## config.mk

```make
export PLATFORM = sky130hd
export DESIGN_NAME = vga_image_ctrl_flat
export DESIGN_NICKNAME = d
export VERILOG_FILES = /design/src/rtl/vga_image_ctrl_if.sv /design/src/rtl/vga_image_ctrl.sv /design/src/flat_wrapper.sv
export SDC_FILE = /design/constraint.sdc
export NUM_CORES = 1
export LEC_CHECK = 0
export ABC_AREA = 1
export BUFFER_PORTS_ARGS = -buffer_cell sky130_fd_sc_hd__buf_2
export CAP_MARGIN = 30
export CORE_MARGIN = 4
export CORE_UTILIZATION = 47
export CTS_BUF_LIST = sky130_fd_sc_hd__clkbuf_8
export DETAILED_ROUTE_END_ITERATION = 12
export MAX_ROUTING_LAYER = met4
export PLACE_DENSITY = 0.93
export SLEW_MARGIN = 20
export SYNTH_ARGS = -nofsm -noshare
export SYNTH_HDL_FRONTEND = slang
export SYNTH_SLANG_ARGS = --single-unit
export TNS_END_PERCENT = 1
```

## constraint.sdc

```tcl
create_clock -name clk -period 2.37 [get_ports clk]
set_clock_uncertainty 0.2 [all_clocks]
set_input_delay 0.5925 -clock clk [delete_from_list [all_inputs] [get_ports clk]]
set_output_delay 0.5925 -clock clk [all_outputs]
set_load 0.005 [all_outputs]
```

## src/rtl/vga_image_ctrl_if.sv

```systemverilog
// Bundle of the image-ROM row port and the VGA pin group.
// Latency: none, wires only.
// Backpressure: none; the controller free-runs at the pixel clock.
interface vga_image_ctrl_if;
   logic [5:0]  rom_addr;
   logic [63:0] red_rom_data;
   logic [63:0] green_rom_data;
   logic [63:0] blue_rom_data;
   logic        vga_hsync;
   logic        vga_vsync;
   logic        vga_de;
   logic [4:0]  vga_red;
   logic [5:0]  vga_green;
   logic [4:0]  vga_blue;

   // Controller side: drives the ROM address and the VGA pins
   modport master (
      output rom_addr,
      input  red_rom_data,
      input  green_rom_data,
      input  blue_rom_data,
      output vga_hsync,
      output vga_vsync,
      output vga_de,
      output vga_red,
      output vga_green,
      output vga_blue
   );

   // ROM / display side
   modport slave (
      input  rom_addr,
      output red_rom_data,
      output green_rom_data,
      output blue_rom_data,
      input  vga_hsync,
      input  vga_vsync,
      input  vga_de,
      input  vga_red,
      input  vga_green,
      input  vga_blue
   );
endinterface

```

## src/rtl/vga_image_ctrl.sv

```systemverilog
// 640x480@60 VGA timing generator painting a 64x64 1bpp RGB image from row ROMs.
// Latency: counter state to pins is 3 cycles; syncs and de share that delay.
// Backpressure: none; free-running, ROMs must answer one cycle after rom_addr.
module vga_image_ctrl #(
   parameter int IMG_X0 = 288,
   parameter int IMG_Y0 = 208
) (
   input logic             clk,
   input logic             rst_n,
   vga_image_ctrl_if.master bus
);

   localparam logic [9:0] H_LAST    = 10'd799;
   localparam logic [9:0] V_LAST    = 10'd524;
   localparam logic [9:0] H_VIS     = 10'd640;
   localparam logic [9:0] V_VIS     = 10'd480;
   localparam logic [9:0] HS_START  = 10'd656;
   localparam logic [9:0] HS_END    = 10'd752;
   localparam logic [9:0] VS_START  = 10'd490;
   localparam logic [9:0] VS_END    = 10'd492;
   localparam logic [9:0] X_START   = 10'(IMG_X0);
   localparam logic [9:0] X_END     = 10'(IMG_X0 + 64);
   localparam logic [9:0] Y_START   = 10'(IMG_Y0);
   localparam logic [9:0] Y_END     = 10'(IMG_Y0 + 64);
   // Only the low 6 bits of the 10-bit differences are ever used, and those
   // depend only on the low 6 bits of the operands.
   localparam logic [5:0] X_OFF     = X_START[5:0];
   localparam logic [5:0] Y_OFF     = Y_START[5:0];

   // Stage 0: counters
   logic [9:0] h_cnt_q, h_cnt_d;
   logic [9:0] v_cnt_q, v_cnt_d;

   // Stage 0 decode
   logic       de0, hs0, vs0, in_rows0, in_img0;
   logic [5:0] row0, col0;

   // Stage 1
   logic [5:0] rom_addr_q, rom_addr_d;
   logic [5:0] col1_q;
   logic       in_img1_q, de1_q, hs1_q, vs1_q;

   // Stage 2
   logic [5:0] col2_q;
   logic       in_img2_q, de2_q, hs2_q, vs2_q;

   // Stage 3: pin registers
   logic [4:0] red_q, red_d;
   logic [5:0] green_q, green_d;
   logic [4:0] blue_q, blue_d;
   logic       hsync_q, vsync_q, de_q;

   logic [5:0] bit_idx;
   logic       red_bit, green_bit, blue_bit, paint;

   // Raster counters: h wraps at 799, v advances on h wrap and wraps at 524
   always_comb begin
      h_cnt_d = h_cnt_q + 10'd1;
      v_cnt_d = v_cnt_q;
      if (h_cnt_q == H_LAST) begin
         h_cnt_d = '0;
         v_cnt_d = (v_cnt_q == V_LAST) ? '0 : v_cnt_q + 10'd1;
      end
   end

   // Counter state register
   always_ff @(posedge clk or negedge rst_n) begin
      if (!rst_n) begin
         h_cnt_q <= '0;
         v_cnt_q <= '0;
      end else begin
         h_cnt_q <= h_cnt_d;
         v_cnt_q <= v_cnt_d;
      end
   end

   // Timing regions and image window for the current counter position
   always_comb begin
      de0      = (h_cnt_q < H_VIS) && (v_cnt_q < V_VIS);
      hs0      = !((h_cnt_q >= HS_START) && (h_cnt_q < HS_END));
      vs0      = !((v_cnt_q >= VS_START) && (v_cnt_q < VS_END));
      in_rows0 = (v_cnt_q >= Y_START) && (v_cnt_q < Y_END);
      in_img0  = in_rows0 && (h_cnt_q >= X_START) && (h_cnt_q < X_END);
      row0     = v_cnt_q[5:0] - Y_OFF;
      col0     = h_cnt_q[5:0] - X_OFF;
   end

   // ROM row address only moves on image lines so the ROMs stay idle elsewhere
   always_comb begin
      rom_addr_d = in_rows0 ? row0 : rom_addr_q;
   end

   // Stage 1: issue ROM address, carry column and timing flags
   always_ff @(posedge clk or negedge rst_n) begin
      if (!rst_n) begin
         rom_addr_q <= '0;
         col1_q     <= '0;
         in_img1_q  <= 1'b0;
         de1_q      <= 1'b0;
         hs1_q      <= 1'b1;
         vs1_q      <= 1'b1;
      end else begin
         rom_addr_q <= rom_addr_d;
         col1_q     <= col0;
         in_img1_q  <= in_img0;
         de1_q      <= de0;
         hs1_q      <= hs0;
         vs1_q      <= vs0;
      end
   end

   // Stage 2: wait out the ROM read latency so flags line up with row data
   always_ff @(posedge clk or negedge rst_n) begin
      if (!rst_n) begin
         col2_q    <= '0;
         in_img2_q <= 1'b0;
         de2_q     <= 1'b0;
         hs2_q     <= 1'b1;
         vs2_q     <= 1'b1;
      end else begin
         col2_q    <= col1_q;
         in_img2_q <= in_img1_q;
         de2_q     <= de1_q;
         hs2_q     <= hs1_q;
         vs2_q     <= vs1_q;
      end
   end

   // Pixel select: bit 63 is the leftmost pixel, so index is 63 - col
   always_comb begin
      bit_idx   = ~col2_q;
      red_bit   = bus.red_rom_data[bit_idx];
      green_bit = bus.green_rom_data[bit_idx];
      blue_bit  = bus.blue_rom_data[bit_idx];
      paint     = in_img2_q && de2_q;
      red_d     = (paint && red_bit)   ? 5'h1F : 5'h00;
      green_d   = (paint && green_bit) ? 6'h3F : 6'h00;
      blue_d    = (paint && blue_bit)  ? 5'h1F : 5'h00;
   end

   // Stage 3: output registers, reset drives idle pin levels immediately
   always_ff @(posedge clk or negedge rst_n) begin
      if (!rst_n) begin
         red_q   <= '0;
         green_q <= '0;
         blue_q  <= '0;
         hsync_q <= 1'b1;
         vsync_q <= 1'b1;
         de_q    <= 1'b0;
      end else begin
         red_q   <= red_d;
         green_q <= green_d;
         blue_q  <= blue_d;
         hsync_q <= hs2_q;
         vsync_q <= vs2_q;
         de_q    <= de2_q;
      end
   end

   assign bus.rom_addr  = rom_addr_q;
   assign bus.vga_red   = red_q;
   assign bus.vga_green = green_q;
   assign bus.vga_blue  = blue_q;
   assign bus.vga_hsync = hsync_q;
   assign bus.vga_vsync = vsync_q;
   assign bus.vga_de    = de_q;

endmodule
```

## src/flat_wrapper.sv

```systemverilog
// flat-port wrapper written by rule: the top's interface ports become plain ports
module vga_image_ctrl_flat 
#(
   parameter int IMG_X0 = 288,
   parameter int IMG_Y0 = 208
)
  (clk, rst_n, bus_rom_addr, bus_red_rom_data, bus_green_rom_data, bus_blue_rom_data, bus_vga_hsync, bus_vga_vsync, bus_vga_de, bus_vga_red, bus_vga_green, bus_vga_blue);
  vga_image_ctrl_if bus_i ();
  input logic clk;
  input logic rst_n;
  output wire logic [$bits(bus_i.rom_addr)-1:0] bus_rom_addr;
  input wire logic [$bits(bus_i.red_rom_data)-1:0] bus_red_rom_data;
  input wire logic [$bits(bus_i.green_rom_data)-1:0] bus_green_rom_data;
  input wire logic [$bits(bus_i.blue_rom_data)-1:0] bus_blue_rom_data;
  output wire logic [$bits(bus_i.vga_hsync)-1:0] bus_vga_hsync;
  output wire logic [$bits(bus_i.vga_vsync)-1:0] bus_vga_vsync;
  output wire logic [$bits(bus_i.vga_de)-1:0] bus_vga_de;
  output wire logic [$bits(bus_i.vga_red)-1:0] bus_vga_red;
  output wire logic [$bits(bus_i.vga_green)-1:0] bus_vga_green;
  output wire logic [$bits(bus_i.vga_blue)-1:0] bus_vga_blue;
  assign bus_rom_addr = bus_i.rom_addr;
  assign bus_i.red_rom_data = bus_red_rom_data;
  assign bus_i.green_rom_data = bus_green_rom_data;
  assign bus_i.blue_rom_data = bus_blue_rom_data;
  assign bus_vga_hsync = bus_i.vga_hsync;
  assign bus_vga_vsync = bus_i.vga_vsync;
  assign bus_vga_de = bus_i.vga_de;
  assign bus_vga_red = bus_i.vga_red;
  assign bus_vga_green = bus_i.vga_green;
  assign bus_vga_blue = bus_i.vga_blue;
  vga_image_ctrl #(.IMG_X0(IMG_X0), .IMG_Y0(IMG_Y0)) u_core (.clk(clk), .rst_n(rst_n), .bus(bus_i));
endmodule
```

==> flow_summary.yaml, run 1 <==
final_layout:
  fin_nets: 1038
  final_layout_size_suffix_gt1_share_pct: 30.23
  diodes: 0
  syn2layout_area_growth_pct: 27.62
logic_synthesis:
  synth_nets: 855
  ys_types: 31
  synth_top_cell_area_share_pct: 28.07
  ys_ff_latch: 52
  synth_edf_count: 0
  ys.flop_type: "dfrtp_1"
  syn_area_mm2: 0.004100
  ys_warn_count: 0
  yosys.area.top_type: "dfrtp_1"
  ys_top_cells_by_area: "dfrtp_1 28%, nand2_1 24%, nand3_1 21%, dfstp_2 3.8%, buf_4 3.5%"
  synth_area_per_cell_um2: 6.279
  postSynthCellCount: 653
  synthArstFlopShare_pct: 100.0
  ys_seq_area_share_pct: 31.92
timing:
  rsz0062_at_grt: "no"
  period_minus_slack_ns: 2.076
  max_freq_mhz: 481.6
  finalSetupViolCount: 0
  hold_viol: 0
  period_share_pct: 87.61
  tns_ns: 0
  maxSlewViolCount: 0
  holdWs_ns: 0.06054
  tightest_slew_ns: 0.6139
  slew_headroom_pct: 58.02
floorplanning:
  dieArea_mm2: 0.01028
  core_area_mm2: 0.008341
  initial_utilization_pct: 49.16
  rows: 33
  io_pins: 219
  fp.dieW_um: 101.4
  die_h_um: 101.4
critical_path:
  worstPathArrival_ns: 2.07
  cp.buffers_inverters: 1
  max_stage_delay_ns: 0.41
  endpoint_kind: "register"
  path_cells: "ha_1 > nand3_4 > nor3_4 > inv_2 > nor2_1 > a21oi_1 > o21a_1"
  crit_family: "simple AND/OR/NAND/NOR gates"
  crit_slowest_cell: "dfrtp_1"
  worst-setup-path-type: "reg2reg"
  crit_required_ns: 2.36
  path_max_fanout: 6
  cp-start-kind: "register"
grt:
  grt_use_total_pct: 26.08
  grt-ovfl-total: 0
  grt_pass1_wl_um: 20930
  grt_pass1_vias: 4488
  antenna_found_initial: 0
  grt_max_degree: 97
route:
  drc: 0
  drt_pass1_iterations: 5
  wirelength_um: 13580
  drt_iter0_drc: 381
  num_vias: 4948
  ant_nets: 0
  wl_per_cell_um: 14.42
  viasPerCell: 5.253
flow_run:
  max_cap_viol_count: 0
placement:
  port_buffers: 218
  place.gp.congestion: 0.9731
  hpwl_um: 10440
status:
  outcome: "finished, final reports clean"
clock_network:
  cts_sinks: 52
  cts_hold_buffers: 0
  insertion_delay_ns: 0.31
  cts_buffer_depth: 2
  cts_resized: 0
  h-tree-depth: 2
  numCtsBuffers: 5
  clkSlewWorstSetupHoldPaths_ns: 0.09
  cts_root_buffer: "clkbuf_8"
  cts_tree: "yes"
  post-cts-setup-buffer-count: 0
pwr:
  leakage_nw: 2.945
  irDropWorstVdd_mv: 0.1692
  cellPowerDensity_mw_per_mm2: 310.5
hold_path:
  hold_path.class: "in2async"
[final timing paths]
path                                        startpoint  depth (start not counted)  slack, ns                             end
min in group clk            u_core.col1_q[5]$_DFF_PN0_                          0       0.15      u_core.col2_q[5]$_DFF_PN0_
max in group asynchronous                        rst_n                          2       1.63  u_core.bus.vga_vsync$_DFF_PN1_
setup reg to reg           u_core.h_cnt_q[0]$_DFF_PN0_                          7       0.29   u_core.v_cnt_q[6]$_DFFE_PN0N_
setup / recovery           u_core.h_cnt_q[0]$_DFF_PN0_                          7       0.29   u_core.v_cnt_q[6]$_DFFE_PN0N_
hold reg to reg             u_core.col1_q[5]$_DFF_PN0_                          0       0.15      u_core.col2_q[5]$_DFF_PN0_
hold / removal                                   rst_n                          2       0.06   u_core.v_cnt_q[9]$_DFFE_PN0N_
[registers in the layout, summed over array words and instances (netlist names), 6 cells and up]
signal and cells:
u_core.col1_q 6, u_core.v_cnt_q 10, u_core.h_cnt_q 10, u_core.col2_q 6
u_core.bus.rom_addr 6
[kinds of logic (layout without fill, tap and decap cells)]
family / count (synthesis) / count (layout) / share of synthesized area, %
fa+ha+maj: 8 / 8 / 2.441
flops: 52 / 52 / 31.92
buf+inv: 82 / 266 / 9.704
xor+xnor: 7 / 7 / 1.495
compound gates: 24 / 24 / 3.235
simple gates: 480 / 480 / 51.21
[cell usage after synthesis, types with 7 or more instances]
library cell	number
nand2_1	259
nand3_1	171
dfrtp_1	46
inv_1	26
nor2_1	26
buf_4	19
a21oi_1	17
buf_2	15
clkbuf_1	11
nor3_1	9
ha_1	8
buf_1	7
[per-layer routing]
metal,up-vias,part of all wire [%],track usage [%],wire length (µm)
li1,2477,-,-,-
met4,0,1.3,5.112,178
met5,-,0,-,0
met1,2214,38,31.62,5205
met3,18,9.8,4.821,1336
met2,239,51,45.47,6862
[cells in the final DEF (no fill, tap or decap), drive strengths merged]
cell / count
nor3b: 2
clkbuf: 5
o211ai: 1
clkinv: 1
o21a: 1
a2111oi: 1
nand4: 5
a21oi: 17
nand2: 261
a31oi: 1
xnor2: 1
ha: 8
dfrtp: 46
o21ai: 2
nor4: 1
buf: 228
o31ai: 1
nor3: 10
dfstp: 6
xor2: 6
nor2: 29
inv: 32
nand3: 172
[power by group]
part | switching, mW | internal [mW]
Clock | 0.263 | 0.199
Combinational | 0.116 | 0.160
Sequential | 0 | 0.887
Total | 0.379 | 1.25
[layout make-up]
class	instances	area, µm²
fillers	781	3108
clock inverters	3	12.51
clock buffers	5	68.82
inverters	30	112.6
flip-flops and latches	52	1310
repair buffers	228	1204
multi-input cells	519	2394
well taps	105	131.4
[through the flow]
stage | area (µm²) | util (%) | power, mW | setup WS [ns] | instances
after floorplan | 4100 | - | 0.9883 | 0.5099 | 653
after global placement | 5151 | 61.76 | 1.176 | 0.3336 | 934
after detailed placement | 5151 | 61.76 | 1.179 | 0.3025 | 934
after CTS | 5233 | 62.74 | 1.642 | 0.2802 | 942
after global routing | 5233 | 62.74 | 1.716 | 0.1059 | 942
final | 5233 | 62.74 | 1.625 | 0.2935 | 942
[worst register-to-register path, stage by stage, from the launching register on]
cell and delay (ns):
dfrtp_1 0.41, ha_1 0.26, nand3_4 0.13, nor3_4 0.37
inv_2 0.06, nor2_1 0.35, a21oi_1 0.08, o21a_1 0.12
No activity file was read; power rests on OpenSTA's default activity.
==> inputs of run 2 (changes only) <==
--- a/config.mk
+++ b/config.mk
@@ -9,11 +9,12 @@
 export BUFFER_PORTS_ARGS = -buffer_cell sky130_fd_sc_hd__buf_2
 export CAP_MARGIN = 30
 export CORE_MARGIN = 4
-export CORE_UTILIZATION = 47
+export CORE_UTILIZATION = 32
 export CTS_BUF_LIST = sky130_fd_sc_hd__clkbuf_8
 export DETAILED_ROUTE_END_ITERATION = 12
 export MAX_ROUTING_LAYER = met4
-export PLACE_DENSITY = 0.93
+export PLACE_DENSITY = 0.7
+export RECOVER_POWER = 25
 export SLEW_MARGIN = 20
 export SYNTH_ARGS = -nofsm -noshare
 export SYNTH_HDL_FRONTEND = slang
==> run 2 against run 1 <==
Effect of this change:
- sequential share of layout area decreased by 0.61 points
- non-clock buffer count increased by 3
- sequential power about the same
- critical path depth unchanged
- global-route usage decreased by 7.0 points
- die area increased by 43%
- first-iteration DRC count decreased by 4.5%
- sequential cell count unchanged
- final cell count increased by 7.4%
- core utilization decreased by 20 points
- register-to-register slack got worse by 0.03 ns
- total power increased by 3.6%
- largest cell class unchanged
- largest power group unchanged
==> flow_summary.yaml, run 2 (synthesis results as in run 1) <==
floorplanning:
  core_area_mm2: 0.01257
  fp.dieW_um: 121.2
  die_h_um: 121.2
  io_pins: 219
  rows: 41
  dieArea_mm2: 0.01469
  initial_utilization_pct: 32.62
timing:
  slew_headroom_pct: 24.07
  hold_viol: 0
  rsz0062_at_grt: "no"
  tns_ns: 0
  period_minus_slack_ns: 2.110
  holdWs_ns: 0.1566
  max_freq_mhz: 473.9
  maxSlewViolCount: 0
  tightest_slew_ns: 1.139
  period_share_pct: 89.04
  finalSetupViolCount: 0
pwr:
  power_mw: 1.683
  p_sw_mw: 0.4207
  cellPowerDensity_mw_per_mm2: 313.8
  power_frac_clock_pct: 30.6
  combPwrFrac_pct: 16.7
  irDropWorstVdd_mv: 0.2571
  p_int_mw: 1.262
  swShare_pct: 24.99
  seqPwrFrac_pct: 52.7
  leakage_nw: 2.951
final_layout:
  layout_commonest_cell: "nand2_1"
  syn2layout_area_growth_pct: 30.79
  reg.largest.list: "u_core.h_cnt_q: 10 flops, u_core.v_cnt_q: 10 flops"
  final_layout_size_suffix_gt1_share_pct: 30.48
  final_cell_area_mm2: 0.005363
  mostFrequentLayoutCells: "259 x nand2_1, 217 x buf_2, 171 x nand3_1, 45 x dfrtp_1"
  diodes: 0
  fin_nets: 1041
hold_path:
  hold_path.class: "reg2reg"
  worstHoldPathCells: 0
critical_path:
  path_cells: "ha_1 > nand3_4 > nor3_4 > inv_2 > nor2_1 > a21oi_1 > o21a_1"
  cp.buffers_inverters: 1
  crit_required_ns: 2.37
  max_stage_delay_ns: 0.43
  worst-setup-path-type: "reg2reg"
  endpoint_kind: "register"
  path_max_fanout: 6
  crit_slowest_cell: "dfrtp_1"
  cp-start-kind: "register"
  crit_family: "simple AND/OR/NAND/NOR gates"
  worstPathArrival_ns: 2.11
  rr_worst_depth: 7
  crit_cells: 7
clock_network:
  cts_root_buffer: "clkbuf_8"
  clkSlewWorstSetupHoldPaths_ns: 0.10
  cts_tree: "yes"
  cts_hold_buffers: 0
  cts_buffer_depth: 2
  insertion_delay_ns: 0.31
  h-tree-depth: 2
  cts_resized: 0
  numCtsBuffers: 5
  cts_sinks: 52
  post-cts-setup-buffer-count: 0
grt:
  grt-ovfl-total: 0
  grt_use_total_pct: 19.06
  grt_pass1_vias: 4518
  grt_pass1_wl_um: 22190
  antenna_found_initial: 0
  grt_max_degree: 54
route:
  wirelength_um: 14400
  ant_nets: 0
  num_vias: 4833
  viasPerCell: 4.776
  drt_iter0_drc: 364
  drt_pass1_iterations: 5
  wl_per_cell_um: 14.23
  drc: 0
flow_run:
  max_cap_viol_count: 0
placement:
  place.gp.congestion: 0.9248
  port_buffers: 218
  postPlaceCellArea_mm2: 0.005270
  hpwl_um: 11250
status:
  outcome: "finished, final reports clean"
[run 2: cell types whose count changed in the layout (fill, tap and decap cells not counted)]
cell        change
buf_4           +2
inv_1           -2
inv_6           +2
buf_12          +1
buf_2           -1
clkbuf_1        +1
clkinv_1        +1
clkinv_2        -1
clkinvlp_4      +1
inv_2           -1
[run 2: per-layer routing]
| layer | GRT usage (%) | up-vias | share of wire, % |
|---|---|---|---|
| met4 | 3.291 | 0 | 1.3 |
| met1 | 23.38 | 2157 | 42 |
| met2 | 34.14 | 177 | 50 |
| met5 | - | - | 0 |
| li1 | - | 2484 | - |
| met3 | 2.424 | 15 | 6.9 |
[run 2: final cells by class]
cell class	count	area (µm²)
Clock buffer	5	68.82
Clock inverter	3	25.02
Fill cell	1326	7206
Inverter	30	112.6
Multi-Input combinational cell	519	2394
Sequential cell	52	1310
Tap cell	172	215.2
Timing Repair Buffer	231	1237
[run 2: metrics by stage]
step	setup WS, ns	std cells	util (%)
finish	0.2598	1012	42.67
global route	0.1250	1012	42.67
CTS	0.2442	1012	42.68
detailed placement	0.2683	1004	41.93
global placement	0.3039	1004	41.93
floorplan	0.5099	653	-
[run 2: worst paths after layout]
check,startpoint,end,slack [ns]
max,u_core.h_cnt_q[0]$_DFF_PN0_,u_core.v_cnt_q[6]$_DFFE_PN0N_,0.26
min in group asynchronous,rst_n,u_core.v_cnt_q[5]$_DFFE_PN0N_,0.28
min,u_core.col1_q[2]$_DFF_PN0_,u_core.col2_q[2]$_DFF_PN0_,0.16
min reg2reg,u_core.col1_q[2]$_DFF_PN0_,u_core.col2_q[2]$_DFF_PN0_,0.16
max in group asynchronous,rst_n,u_core.hs1_q$_DFF_PN1_,0.89
max reg2reg,u_core.h_cnt_q[0]$_DFF_PN0_,u_core.v_cnt_q[6]$_DFFE_PN0N_,0.26
[run 2: power by group through the flow]
stage | sequential (mW) | clock [mW] | combinational (mW)
2_1_floorplan | 0.904 | 0 | 0.0839
3_3_place_gp | 0.904 | 0 | 0.280
3_5_place_dp | 0.904 | 0 | 0.279
4_1_cts | 0.887 | 0.534 | 0.282
5_1_grt | 0.887 | 0.577 | 0.317
6_report | 0.887 | 0.515 | 0.281
==> inputs of run 3 (changes only) <==
==> constraint.sdc (replaced) <==
create_clock -name clk -period 2.37 [get_ports clk]
set_clock_uncertainty 0.2 [all_clocks]
set_input_delay 0.474 -clock clk [delete_from_list [all_inputs] [get_ports clk]]
set_output_delay 0.474 -clock clk [all_outputs]
set_load 0.005 [all_outputs]
==> run 3 against run 2 <==
Effect of this change:
- cell area about the same
- clock power is 2% lower
- via count increased by 1.7%
- count of clock-buffer cells in the layout unchanged
- global-route usage decreased by 0.29 points
- sequential share of layout area about the same
- worst setup slack improved by 0.076 ns
- highest routed layer unchanged
- routed wire length up 0.35%
- maximum frequency is 3.8% higher
- die area stayed put
- sequential power is essentially flat
- non-clock buffer count grew 2
==> flow_summary.yaml, run 3 (synthesis results as in run 1) <==
status:
  outcome: "finished, final reports clean"
pwr:
  leakage_nw: 2.962
  irDropWorstVdd_mv: 0.2267
  cellPowerDensity_mw_per_mm2: 311.4
grt:
  grt_use_total_pct: 18.78
  grt_max_degree: 97
  grt_pass1_wl_um: 21980
  antenna_found_initial: 0
  grt_pass1_vias: 4545
  grt-ovfl-total: 0
placement:
  hpwl_um: 11430
  postPlaceCellArea_mm2: 0.005265
  place.gp.congestion: 0.9024
  port_buffers: 218
critical_path:
  cp.buffers_inverters: 0
  worst-setup-path-type: "reg2reg"
  crit_family: "simple AND/OR/NAND/NOR gates"
  crit_required_ns: 2.37
  max_stage_delay_ns: 0.42
  worstPathArrival_ns: 2.03
  path_cells: "ha_1 > nand3_4 > nor3_4 > nand4_2 > nor2_2 > nand2_1 > xor2_1"
  endpoint_kind: "register"
  crit_slowest_cell: "dfrtp_1"
  path_max_fanout: 6
  cp-start-kind: "register"
final_layout:
  mostFrequentLayoutCells: "259 x nand2_1, 217 x buf_2, 171 x nand3_1, 45 x dfrtp_1, 27 x inv_1"
  multiInputGateArea_mm2: 0.002394
  num-fill-cells: 1348
  final_cell_area_mm2: 0.005366
  diodes: 0
  layout_commonest_cell: "nand2_1"
  fin_nets: 1043
  reg.largest.list: "u_core.h_cnt_q: 10 flops, u_core.v_cnt_q: 10 flops"
  syn2layout_area_growth_pct: 30.88
  final_layout_size_suffix_gt1_share_pct: 30.40
  seq_area_mm2: 0.001310
timing:
  tns_ns: 0
  hold_viol: 0
  slew_headroom_pct: 27.67
  rsz0062_at_grt: "no"
  tightest_slew_ns: 1.085
  period_share_pct: 85.81
  max_freq_mhz: 491.7
  maxSlewViolCount: 0
  finalSetupViolCount: 0
  period_minus_slack_ns: 2.034
route:
  wirelength_um: 14450
  drc: 0
  num_vias: 4915
  ant_nets: 0
  drt_iter0_drc: 341
  wl_per_cell_um: 14.25
  viasPerCell: 4.847
  drt_pass1_iterations: 7
clock_network:
  post-cts-setup-buffer-count: 0
  numCtsBuffers: 5
  cts_sinks: 52
  cts_tree: "yes"
  cts_root_buffer: "clkbuf_8"
  h-tree-depth: 2
  insertion_delay_ns: 0.30
  cts_buffer_depth: 2
  cts_resized: 0
  clkSlewWorstSetupHoldPaths_ns: 0.10
  cts_hold_buffers: 1
floorplanning:
  io_pins: 219
  initial_utilization_pct: 32.62
  die_h_um: 121.2
  core_area_mm2: 0.01257
  rows: 41
  fp.dieW_um: 121.2
  dieArea_mm2: 0.01469
flow_run:
  max_cap_viol_count: 0
hold_path:
  hold_path.class: "reg2reg"
==> run 3: worst paths after layout <==
path                                        startpoint  cells past startpoint  slack [ns]                            end
max in group asynchronous                        rst_n                      3        0.43     u_core.col2_q[0]$_DFF_PN0_
min reg2reg                 u_core.col1_q[1]$_DFF_PN0_                      0        0.16     u_core.col2_q[1]$_DFF_PN0_
min                         u_core.col1_q[1]$_DFF_PN0_                      0        0.16     u_core.col2_q[1]$_DFF_PN0_
min in group asynchronous                        rst_n                      2        0.69  u_core.v_cnt_q[4]$_DFFE_PN0N_
max reg2reg                u_core.h_cnt_q[0]$_DFF_PN0_                      7        0.34  u_core.v_cnt_q[7]$_DFFE_PN0N_
max                        u_core.h_cnt_q[0]$_DFF_PN0_                      7        0.34  u_core.v_cnt_q[7]$_DFFE_PN0N_
==> run 3: final cells by class <==
| class | instances | area share, % |
|---|---|---|
| Clock buffer | 5 | 1.282 |
| Clock inverter | 3 | 0.4430 |
| Inverter | 30 | 2.098 |
| Multi-Input combinational cell | 519 | 44.60 |
| Sequential cell | 52 | 24.41 |
| Tap cell | 172 | 4.010 |
| Timing Repair Buffer | 233 | 23.15 |
==> run 3: power by group <==
part           internal (mW)  total [mW]  switching (mW)
Combinational          0.160       0.281           0.121
Sequential             0.887       0.887               0
Clock                  0.209       0.503           0.294
Total                   1.26        1.67           0.415
==> run 3: layer usage <==
metal	GRT usage, %	vias up	share of wire [%]
met4	5.602	0	2.7
met3	2.424	35	7.0
met5	-	-	0
met2	33.24	178	49
li1	-	2493	-
met1	22.36	2209	41
==> run 3: stage by stage <==
step / power, mW / std cells / setup slack [ns] / hold WS [ns] / util [%]
finish: 1.671 / 1014 / 0.3363 / 0.1553 / 42.70
floorplan: 0.9883 / 653 / 0.5099 / -0.02159 / -
global route: 1.767 / 1014 / 0.1772 / 0.1623 / 42.70
global placement: 1.181 / 1005 / 0.4003 / 0.1321 / 41.89
detailed placement: 1.183 / 1005 / 0.3374 / 0.1347 / 41.89
CTS: 1.690 / 1014 / 0.3105 / 0.1574 / 42.71
